**config.mk**
```make
export PLATFORM = sky130hd
export DESIGN_NAME = fetch_unit
export DESIGN_NICKNAME = d
export VERILOG_FILES = /design/src/rtl/fetch_pkg.sv /design/src/rtl/pc_reg.sv /design/src/rtl/fetch_unit.sv
export SDC_FILE = /design/constraint.sdc
export NUM_CORES = 1
export LEC_CHECK = 0
export BUFFER_PORTS_ARGS = -buffer_cell sky130_fd_sc_hd__clkbuf_2
export CELL_PAD_IN_SITES_DETAIL_PLACEMENT = 1
export CELL_PAD_IN_SITES_GLOBAL_PLACEMENT = 1
export CORE_ASPECT_RATIO = 1.25
export CORE_MARGIN = 4
export CORE_UTILIZATION = 38
export DETAILED_ROUTE_END_ITERATION = 7
export PLACE_DENSITY_LB_ADDON = 0.1
export SLEW_MARGIN = 15
export SYNTH_ARGS = -nofsm -noshare
export SYNTH_HDL_FRONTEND = slang
export SYNTH_HIERARCHICAL = 1
export SYNTH_SLANG_ARGS = --single-unit
```
**constraint.sdc**
```tcl
create_clock -name clk -period 3.4 [get_ports clk]
set_input_delay 0.51 -clock clk [delete_from_list [all_inputs] [get_ports clk]]
set_output_delay 0.51 -clock clk [all_outputs]
set_load 0.01 [all_outputs]
```
**src/rtl/fetch_pkg.sv**
```systemverilog
// fetch_pkg: shared constants and state encoding for the instruction fetch stage.
package fetch_pkg;
    localparam int INSTR_W = 32;
    localparam int IMEM_AW = 8;
    localparam logic [INSTR_W-1:0] NOP = 32'h8b1f03ff;
    typedef enum logic {BUBBLE, RUN} fetch_state_e;
endpackage

```
**src/rtl/pc_reg.sv**
```systemverilog
// pc_reg: program counter register with async reset, load enable and reset value.
module pc_reg #(
    parameter int N = 64,
    parameter logic [N-1:0] RST_VAL = '0
) (
    input  logic         clk,
    input  logic         reset,
    input  logic         en,
    input  logic [N-1:0] d,
    output logic [N-1:0] q
);
    always_ff @(posedge clk or posedge reset)
        if (reset) q <= RST_VAL;
        else if (en) q <= d;
endmodule

```
**src/rtl/fetch_unit.sv**
```systemverilog
// fetch_unit: PC sequencing and IF/ID pipeline register; optional fetch counter
// enabled by defining FETCH_PERF_CNT_EN.
module fetch_unit
    import fetch_pkg::*;
#(
    parameter int N = 64,
    parameter logic [N-1:0] INIT_PC = '0
) (
    input  logic               clk,
    input  logic               reset,
    input  logic               stall,
    input  logic               flush,
    input  logic               PCSrc,
    input  logic [N-1:0]       PCBranch,
    output logic [IMEM_AW-1:0] imem_addr,
    input  logic [INSTR_W-1:0] instr_in,
    output logic [INSTR_W-1:0] instr_out,
    output logic [N-1:0]       pc_out,
    output logic               valid_out
`ifdef FETCH_PERF_CNT_EN
    ,
    output logic [31:0]        fetch_count
`endif
);
    logic [N-1:0] pc;
    fetch_state_e state;
    logic load;
    assign load = !flush && !stall;
    // a redirect overrides stall so a taken branch is never lost
    pc_reg #(.N(N), .RST_VAL(INIT_PC)) u_pc (
        .clk(clk),
        .reset(reset),
        .en(PCSrc || !stall),
        .d(PCSrc ? PCBranch : pc + N'(4)),
        .q(pc)
    );
    assign imem_addr = pc[IMEM_AW+1:2];
    always_ff @(posedge clk or posedge reset)
        if (reset) begin
            state     <= BUBBLE;
            instr_out <= NOP;
            pc_out    <= '0;
            valid_out <= 1'b0;
        end else begin
            state <= (state == BUBBLE) ? RUN : state;
            if (flush) begin
                instr_out <= NOP;
                valid_out <= 1'b0;
            end else if (!stall) begin
                instr_out <= instr_in;
                pc_out    <= pc;
                valid_out <= 1'b1;
            end
        end
`ifdef FETCH_PERF_CNT_EN
    always_ff @(posedge clk or posedge reset)
        if (reset) fetch_count <= '0;
        else if (load) fetch_count <= fetch_count + 32'd1;
`endif
endmodule
```
* Word-level counts from Yosys, hierarchy flattened
Cells that the tools add are included.
** Cells by class
- Reductions and logical operators :: 3
- $add $sub $neg :: 1
- Bitwise logic cells :: 2
- Equal/unequal tests :: 1
- Muxes and demuxes :: 5
** Operator list (count)
- 64-bit by 3-bit adder with 64-bit output (second input constant) :: 1
- 32-bit two-way mux :: 2
- 64-bit two-way mux :: 1
- 1-bit two-way mux :: 2
- 2-bit by 1-bit inequality test with 1-bit output (second input constant) :: 1
- 1-bit NOT :: 2
- 2-bit AND reduction :: 1
- 1-bit logical NOT :: 1
- 1-bit logical OR :: 1
** Storage, ports and cells
- Output and inout port bits :: 105
- Bits in registers :: 161
- Logic and storage cells :: 16

* Depth between registers and ports, before layout
Gate-level depths: netlist (run 1).
- Word-level depth :: 2
- Mapped depth :: 8
- Mapped depth without buffers :: 7

* Modules after synthesis
The synthesis (run 1) kept the hierarchy.
** Modules (own cells, without submodules)
- fetch_unit :: seq. area each 2451.1 sq um, area an instance 5883.1 sq um, cells an instance 618, instances 1
- pc_reg :: seq. area each 1601.5 sq um, area an instance 2682.6 sq um, cells an instance 136, instances 1

* Least setup slack after synthesis (run 1)
OpenSTA, ideal clock, no wires.
- Path type :: reg2reg
- Start point :: reg u_pc.q[6]
- End point :: reg u_pc.q[63]
- Path slack :: 0.874 ns
- Path buffers :: 2
- Arrival :: 2.462 ns
- Stages on the path, launching flop included :: 9
- Setup time :: 0.064 ns
- Data required time :: 3.336 ns
- Path through :: dfrtp_1 -> nand3_1 -> or3_1 -> clkbuf_1 -> or3_4 -> buf_6 -> or4_1 -> a31oi_1 -> mux2_4
** Between the ends
- Cells in the longest elaborated chain, start to end :: 2
** RTL lines
- start: declaration :: RTL line pc_reg.sv:10 : output logic [N-1:0] q
- start signal: assignment :: RTL line pc_reg.sv:13 : if (reset) q <= RST_VAL;
- start signal: assignment :: RTL line pc_reg.sv:14 : else if (en) q <= d;
- 64-bit by 3-bit adder with 64-bit output :: RTL line fetch_unit.sv:34 : .d(PCSrc ? PCBranch : pc + N'(4)),
- 64-bit two-way mux :: RTL line fetch_unit.sv:34
No other way between the ends.
A chain may end at the register's enable or synchronous reset.

* Worst setup path in the final report (run 1)
- Start point :: reg u_pc.q[11]
- End point :: reg u_pc.q[63]
The elaborated chain is that of the path after synthesis.

==> results of run 1 <==
==> placed cells by master (no fill, tap or decap), types with 19 or more instances in the layout <==
cell      count
xor2_1       22
nand4_1      36
nor2_1       41
nand3_1      21
clkbuf_2    204
nor2b_1      27
dfstp_2      19
nor4_1       20
mux2_4       60
nand2_1      65
mux2_2       72
o21ai_0      45
dfrtp_1     142
a211o_1      20
==> cells by family after synthesis <==
family                   share of synthesized area [%]
multiplexers                                      22.0
buffers and inverters                             3.77
flip-flops                                        47.3
adder cells (fa/ha/maj)                          0.146
AND/OR/NAND/NOR                                   15.9
AO/OA/AOI/OAI                                     6.85
XOR/XNOR                                          4.09
==> sequential cells by signal, summed over array words and instances, names as in the netlist <==
signal     cells
pc_out        64
instr_out     32
valid_out      1
u_pc/q        64
==> how the worst max path moves through the flow <==
stage                     startpoint       endpoint  cells past startpoint
after CTS                  u_pc/q[4]     u_pc/q[63]                      6
after global routing       u_pc/q[5]     u_pc/q[63]                      6
after detailed placement   u_pc/q[6]     u_pc/q[63]                      6
final                     u_pc/q[11]     u_pc/q[63]                      6
after global placement     u_pc/q[6]     u_pc/q[63]                      6
after floorplan                reset  instr_out[10]                      1
==> area by class of cell <==
| cell class | instances | area share, % |
|---|---|---|
| Multi-Input combinational cell | 539 | 40.5 |
| Sequential cell | 161 | 39.0 |
| Timing Repair Buffer | 224 | 11.5 |
| Clock buffer | 19 | 4.17 |
| Tap cell | 283 | 3.41 |
| Clock inverter | 13 | 0.940 |
| Inverter | 12 | 0.458 |
==> layer usage <==
| metal | routed length (um) | global-route usage (%) | vias up |
|---|---|---|---|
| li1 | - | - | 3124 |
| met1 | 10400 | 25.2 | 3286 |
| met2 | 12300 | 34.0 | 149 |
| met3 | 1260 | 3.70 | 15 |
| met4 | 224 | 4.68 | 0 |
| met5 | 0 | 0 | - |
==> worst register-to-register path: stages, from the launching register on <==
cell and delay (ps):
dfrtp_1 520, nand4_4 190, or3_1 560, or3_4 500, or4_1 520, a31oi_1 170
mux2_4 160
==> power by group <==
part           internal (mW)  switching [mW]  total (mW)
clock network          0.950           0.846        1.80
logic                  0.647           0.562        1.21
registers               2.25           0.334        2.59
==> stage by stage <==
| step | area, um^2 | power, mW |
|---|---|---|
| 2_1_floorplan | 8570 | 3.33 |
| 3_3_place_gp | 9860 | 3.83 |
| 3_5_place_dp | 9860 | 3.86 |
| 4_1_cts | 10400 | 5.70 |
| 5_1_grt | 10400 | 5.92 |
| 6_report | 10400 | 5.59 |
==> impl_results.md, run 1 <==
* DP Worst Slack at 718 ps
* Top cells by area, synth: dfrtp_1 41%, mux2_4 11%, mux2_2 9.5%
* Crit-path leading delay family: simple AND/OR/NAND/NOR gates
* Synth area leader: dfrtp_1
* NumNets Final at 1057
* Num CTS Buffers at 17
* Die W at 142 um
* Max Freq at 0.373 GHz
* Overflow after GRT at 0
* Root Driver: clkbuf_16
* Port Buf Inserts at 205
* FILL cells at 2524
* Via/cell ratio at 5.25
* Post-synth top area share at 41.5%
* Syn. warnings at 6
* Post-route ant nets at 0
* Clock sink count at 161
* Layout cells sized above 1 at 43.0%
* Synth Register Bits at 161
* Status: completed
* I/O pin count at 206
* CP Buf/Inv Count at 0
* Vias in the first global route at 7053
* Starting Density at 38.6%
* Power Dens Cells at 538 nW/um^2
* Setup Fix Bufs, Post-CTS at 0
* Hold_ws at 165 ps
* Critical path required time at 3760 ps
* Largest net degree at the start of global routing at 53
* Clk_lat worst skew at 420 ps
* Slew @ Worst Pin at 763 ps
* Initial antenna violation count at 0
* Top-count cell post-synth: dfrtp_1
* Register area at 4050 um^2
* Sum Neg Setup Slack at 0 ps
* Sequential area share after synthesis at 47.3%
* Register-to-register setup slack at 720 ps
* Ys flop type: dfrtp_1
* WL final at 24200 um
* Mapped Area at 8570 um^2
* Async SR Flop Fraction at 100%
* Final Util at 46.8%
* Mapped Nets at 856
* Crit-path max FO at 10
* Worst setup SP type: flip-flop
* Die height at 176 um
* Total GRT Usage at 19.6%
* Row count at 61
* Residual DRC count at 0
* Min Tclk post-route at 2680 ps
* Clock Skew at 9.80 ps
* Tcrit/Tclk final at 78.8%
* Non-Filler Instances at 1251
* N_diodes at 0
* Die footprint at 25000 um^2
* Core area at 22200 um^2
* CP max-delay cell: or3_1
* Cells after Synth at 754
* Post-synth top cells: 142 x dfrtp_1, 72 x mux2_2, 66 x nand2_1, 60 x mux2_4, 45 x o21ai_0
* Final WS setup at 719 ps
* Area growth from synthesis to final layout at 21.3%
* DR pass1 iterations at 4
* Clock transition at path regs at 70 ps
* Unique masters post-synth at 40
* Mapped Avg Cell Area at 11.4 um^2
* R2R cell count at 6
* Wire per inst at 19.3 um
* DRT iter0 DRCs at 253
* Max-cap viol count at 0
* Slowest stage delay, CP at 560 ps
* Peak VDD IR at 0.333 mV
* Final setup vio count at 0
* Crit path capture type: flip-flop
* Unrepaired setup endpoints after global routing: no
* CTS tree: built
* CTS Buffer Depth at 2
* Hold crit path type: input pin to async pin
* Hold bufs inserted after CTS at 0
* PostCTS Resize Cnt at 0
* Final Hold Vio Count at 0
* Area of the multi-input gates at 4210 um^2
* CP Cell Sequence: nand4_4 > or3_1 > or3_4 > or4_1 > a31oi_1 > mux2_4
* EDFF count, synth at 0
* First-pass GRT wire length at 38900 um
* Relative slew slack at 49.1%
* Critical path class: flip-flop to flip-flop
* RD Place Congestion at 0.765
* Routed vias at 6574
* Slew Limit Fails at 0
* H-Tree Depth at 4
* LEAKAGE at 4.77 nW
* FF-to-FF End: u_pc/q[63]
* Detailed Place HPWL at 17400 um
* Worst r2r src: u_pc/q[11]
* CP Data Arrival Time at 3040 ps
* Dpl cells at 1219
No activity file was read; power rests on OpenSTA's default activity.
==> run 2, diff against run 1 <==
Clock period 3.4 ns to 2.3 ns, I/O delays scaled along.
==> run 2 against run 1 <==
Against the previous run: critical path depth did not move; sequential share of layout area decreased by 2.4 points; global-route usage up 0.45 points; routed wire length up 2.6%; flip-flop and latch count did not move; final cell count up 5.8%; via count is 5.2% higher; largest power group unchanged; clock power up 52%.
==> impl_results.md, run 2 (synthesis results as in run 1) <==
* Status: completed
* Starting Density at 38.6% (unchanged)
* Min-delay src: instr_in[21]
* I/O pin count at 206 (unchanged)
* Non-Filler Instances at 1324 (+5.8%)
* Clock sink count at 161 (unchanged)
* Most common cell after layout, fill and taps aside: clkbuf_2
* Area growth from synthesis to final layout at 29.5%
* Max-cap viol count at 0 (unchanged)
* Min Tclk post-route at 2280 ps (-403 ps)
* Slew @ Worst Pin at 819 ps (+55.8 ps)
* Critical path class: flip-flop to flip-flop
* Die height at 176 um (unchanged)
* DRT iter0 DRCs at 216 (-15%)
* First-pass GRT wire length at 40000 um (+2.8%)
* Power Dens Cells at 774 nW/um^2 (+44%)
* Die footprint at 25000 um^2 (unchanged)
* CP endpoint: u_pc/q[63]
* Dpl cells at 1283 (+5.3%)
* RD Place Congestion at 0.777 (+1.6%)
* Routed vias at 6914 (+5.2%)
* Via/cell ratio at 5.22 (-0.63%)
* Crit path from: u_pc/q[25]
* Most frequent cells in the layout: 204 x clkbuf_2, 135 x dfrtp_1, 85 x buf_4
* Final Hold Vio Count at 0 (unchanged)
* Critical path required time at 2670 ps (-1090 ps)
* Top Registers: pc_out (64), u_pc/q (64), instr_out (32)
* Peak VDD IR at 0.488 mV (+47%)
* DR pass1 iterations at 4 (unchanged)
* LEAKAGE at 5.14 nW (+7.9%)
* Wire per inst at 18.7 um (-3.0%)
* Final setup vio count at 0 (unchanged)
* Register-to-register setup slack at 20 ps (-700 ps)
* CTS Buffer Depth at 2 (unchanged)
* Clock transition at path regs at 70 ps (about the same)
* Total GRT Usage at 20.1% (+0.45 points)
* Relative slew slack at 45.3% (-3.8 points)
* Worst r2r src: u_pc/q[25]
* Port Buf Inserts at 205 (unchanged)
* Residual DRC count at 0 (unchanged)
* Worst setup SP type: flip-flop
* CTS tree: built
* Crit path capture type: flip-flop
* Layout cells sized above 1 at 48.6% (+5.6 points)
* Detailed Place HPWL at 18400 um (+5.8%)
* H-Tree Depth at 4 (unchanged)
* Core area at 22200 um^2 (unchanged)
* Initial antenna violation count at 0 (unchanged)
* Hold crit path type: input pin to flip-flop
* R2R cell count at 6 (unchanged)
* N_diodes at 0 (unchanged)
* Vias in the first global route at 7405 (+5.0%)
* Max Freq at 0.439 GHz (+18%)
* Row count at 61 (unchanged)
* Clock Skew at 13.2 ps (+3.43 ps)
* Root Driver: clkbuf_16
* Clk_lat worst skew at 430 ps (about the same)
* FILL cells at 2509 (-0.59%)
* Largest net degree at the start of global routing at 76 (+43%)
* FF-to-FF End: u_pc/q[63]
* Slew Limit Fails at 0 (unchanged)
* Unrepaired setup endpoints after global routing: yes
* WL final at 24800 um (+2.6%)
* Die W at 142 um (unchanged)
* CP Data Arrival Time at 2650 ps (-390 ps)
* NumNets Final at 1130 (+6.9%)
* Overflow after GRT at 0 (unchanged)
* Tcrit/Tclk final at 99.0% (+20 points)
* Num CTS Buffers at 17 (unchanged)
* Post-route ant nets at 0 (unchanged)
* Total power at 8.58 mW (+54%)
* Crit-path max FO at 10 (unchanged)
==> run 2: critical path, cell delays in order (launching register included) <==
cell,delay (ps)
dfrtp_1,400
nand4_4,130
or4_4,540
or3_4,400
or4_1,410
a31oi_1,170
mux2_4,160
==> run 2: timing repair <==
| item | in CTS | in global routing |
|---|---|---|
| hold buffers | 1 | 0 |
| gates resized for setup | 0 | 10 |
| cloned | 0 | 1 |
| endpoints found under the setup margin | 2 | 13 |
| pin swaps | 0 | 10 |
| buffers inserted | 0 | 7 |
| hold endpoints to repair | 8 | 0 |
==> run 2: layer usage <==
metal  part of all wire [%]  global-route usage (%)
met2                     51                    34.7
met4                    1.7                    5.64
met3                    4.2                    3.35
met5                      0                       0
met1                     43                    25.8
==> run 2: worst min-delay path by stage <==
stage	cells after the start	slack (ps)	end
global route	3	170	instr_out[22]
detailed placement	2	340	pc_out[3]
finish	3	170	instr_out[21]
global placement	2	340	pc_out[3]
CTS	3	160	instr_out[21]
floorplan	1	480	u_pc/q[37]
==> run 2: cell type report <==
type                            instances  area [um^2]  share of cell area, %
Multi-Input combinational cell        539         4270                   38.5
Clock buffer                           20          458                   4.13
Clock inverter                         12         93.8                  0.846
Inverter                               12         48.8                  0.440
Sequential cell                       161         4060                   36.6
Tap cell                              283          354                   3.19
Timing Repair Buffer                  297         1800                   16.2
==> run 2: through the flow <==
step           hold WS (ps)  setup WS (ps)  utilization (%)  area, um^2  TNS (ps)
2_1_floorplan           480          -47.6                -        8590     -72.2
3_3_place_gp            338           22.4             46.9       10400         0
3_5_place_dp            337          -5.37             46.9       10400     -5.37
4_1_cts                 156          -28.6             49.4       11000     -39.2
5_1_grt                 172           -102             49.9       11100      -324
6_report                167           22.6             49.9       11100         0
==> run 2: where the power goes <==
part	switching (mW)	internal [mW]
clock	1.26	1.47
sequential	0.358	3.34
combinational	1.02	1.13
==> run 3, diff against run 2 <==
Settings changed: CORE_MARGIN 4 to 2, GPL_ROUTABILITY_DRIVEN from default to 1, MAX_ROUTING_LAYER from default to met4.
==> run 3 against run 2 <==
Against the previous run: the flow now finishes with violations (negative hold slack); power up 2.6%; non-clock buffer count fell by 3; global-route usage grew 1.2 points; worst setup slack got worse by 2.6 ps; utilization grew 0.084 points; critical path type unchanged; routed wire length fell by 2.6%; combinational power barely moved; clock-buffer cell count is 1 higher; final cell count fell by 0.23%; design area rose by 0.17%; sequential power is essentially flat.
==> impl_results.md, run 3 (synthesis results as in run 1) <==
* Most used routing layer: met2
* Final setup vio count at 0 (unchanged)
* Met3 Resource Use GR at 3.60% (+0.25 points)
* Clock share of power at 33.7% (+1.9 points)
* Row count at 61 (unchanged)
* Residual DRC count at 0 (unchanged)
* FILL cells at 2491 (-0.72%)
* Starting Density at 38.6% (unchanged)
* Hold_ws at -4.08 ps (-171 ps)
* Area of the multi-input gates at 4270 um^2 (-0.18%)
* Worst setup SP type: flip-flop
* Overflow after GRT at 0 (unchanged)
* RD Place Congestion at 0.797 (+2.5%)
* WL final at 24200 um (-2.6%)
* Final Hold Vio Count at 2 (+2)
* Vias in the first global route at 7255 (-2.0%)
* Crit-path max FO at 10 (unchanged)
* Num CTS Buffers at 17 (unchanged)
* Met1 GRT Util at 26.4% (+0.55 points)
* Non-Filler Instances at 1321 (-0.23%)
* Total GRT Usage at 21.2% (+1.2 points)
* I/O pin count at 206 (unchanged)
* Max Freq at 0.439 GHz (-0.11%)
* Relative slew slack at 61.2% (+16 points)
* Slew Limit Fails at 0 (unchanged)
* Clock Skew at 7.86 ps (-5.37 ps)
* Top Registers: pc_out (64), u_pc/q (64), instr_out (32)
* Port Buf Inserts at 205 (unchanged)
* Power Dens Cells at 793 nW/um^2 (+2.4%)
* Register share of total power at 42.0% (-1.0 points)
* First-pass GRT wire length at 39000 um (-2.5%)
* Critical path class: flip-flop to flip-flop
* Die W at 138 um (-2.8%)
* Wire per inst at 18.3 um (-2.4%)
* Dpl cells at 1283 (unchanged)
* NumNets Final at 1127 (-0.27%)
* Via/cell ratio at 5.23 (+0.13%)
* Critical path required time at 2670 ps (about the same)
* Largest net degree at the start of global routing at 65 (-14%)
* H-Tree Depth at 4 (unchanged)
* Die height at 172 um (-2.3%)
* CP Data Arrival Time at 2650 ps (about the same)
* Die footprint at 23800 um^2 (-5.0%)
* Max-cap viol count at 0 (unchanged)
* Register area at 4060 um^2 (about the same)
* Slew @ Worst Pin at 583 ps (-236 ps)
* N_diodes at 0 (unchanged)
* Failing checks: negative hold slack
* Most frequent cells in the layout: 204 x clkbuf_2, 133 x dfrtp_1, 85 x buf_4
* Pint at 6.18 mW (+4.0%)
* Hold crit path type: input pin to async pin
* CTS tree: built
* Total power at 8.80 mW (+2.6%)
* Layout cells sized above 1 at 48.6% (-0.052 points)
* Status: complete, but fails checks
* Clock sink count at 161 (unchanged)
* Post-route ant nets at 0 (unchanged)
* Tcrit/Tclk final at 99.1% (+0.11 points)
* Hold bufs inserted after CTS at 0 (-1)
* Switch share at 29.8% (-0.97 points)
* Most common cell after layout, fill and taps aside: clkbuf_2
* Placed Area at 10400 um^2 (-0.24%)
* Area growth from synthesis to final layout at 29.7%
* Clock transition at path regs at 70 ps (about the same)
* Root Driver: clkbuf_16
* Core area at 22200 um^2 (unchanged)
* CTS Buffer Depth at 2 (unchanged)
* Logic pwr share at 24.4% (-0.7 points)
* Peak VDD IR at 0.529 mV (+8.4%)
* LEAKAGE at 5.16 nW (+0.37%)
* Crit path capture type: flip-flop
* Clk_lat worst skew at 430 ps (about the same)
* Finished Cell Area at 11100 um^2 (+0.17%)
* Detailed Place HPWL at 17800 um (-3.5%)
* Sw Pwr at 2.63 mW (-0.65%)
* Unrepaired setup endpoints after global routing: yes
* DRT iter0 DRCs at 227 (+5.1%)
* M2 GR Usage at 36.4% (+1.8 points)
* Initial antenna violation count at 0 (unchanged)
* DR pass1 iterations at 4 (unchanged)
* Routed vias at 6907 (-0.10%)
* Min Tclk post-route at 2280 ps (+2.60 ps)
run 3: final cells by class:
| cell class | count | share of cell area, % |
|---|---|---|
| Multi-Input combinational cell | 539 | 38.4 |
| Sequential cell | 161 | 36.6 |
| Tap cell | 283 | 3.19 |
| Timing Repair Buffer | 294 | 15.8 |
| Clock buffer | 21 | 4.54 |
| Clock inverter | 11 | 1.01 |
| Inverter | 12 | 0.439 |
run 3: per-stage QoR:
stage / setup WS [ps] / util [%] / hold WS [ps] / setup TNS (ps)
after global routing: -87.0 / 50.0 / 29.9 / -300
final: 20.0 / 50.0 / -4.08 / 0
after global placement: 57.2 / 46.7 / 472 / 0
after CTS: 1.04 / 49.5 / 13.6 / 0
after floorplan: -47.6 / - / 480 / -72.2
after detailed placement: 11.5 / 46.7 / 477 / 0
run 3: path summary, 6_finish.rpt:
| check | from | to | slack, ps | cells after the start |
|---|---|---|---|---|
| worst max-delay path | u_pc/q[26] | u_pc/q[63] | 20 | 6 |
| worst min-delay path | reset | pc_out[2] | -4 | 3 |
| worst max register to register | u_pc/q[26] | u_pc/q[63] | 20 | 6 |
| worst min register to register | pc_out[46] | pc_out[46] | 510 | 1 |
| max in group asynchronous | reset | pc_out[37] | 1810 | 3 |
| min in group clk | instr_in[15] | instr_out[15] | 160 | 3 |
run 3: repair_timing:
action	in CTS	in global routing
pin swaps	0	4
resized for setup	1	9
setup buffers	0	6
hold endpoints to repair	0	0
setup endpoints to repair	1	21
run 3: per-layer routing:
metal,up-vias,share of wire (%)
li1,3268,-
met1,3470,45
met2,149,51
met3,20,3.4
met4,0,1.0
met5,-,0
run 3: power groups by stage:
stage | combinational, mW | clock (mW) | sequential [mW]
finish | 2.15 | 2.97 | 3.69
global route | 2.35 | 3.17 | 3.76
CTS | 2.16 | 3.05 | 3.70
detailed placement | 2.15 | 0 | 3.74
global placement | 2.11 | 0 | 3.72
floorplan | 1.02 | 0 | 3.91
run 3: worst max-delay path: stages (launching register included):
cell	delay [ps]
dfrtp_1	390
nand4_4	150
or4_4	540
or3_4	410
or4_1	410
a31oi_1	170
mux2_4	160
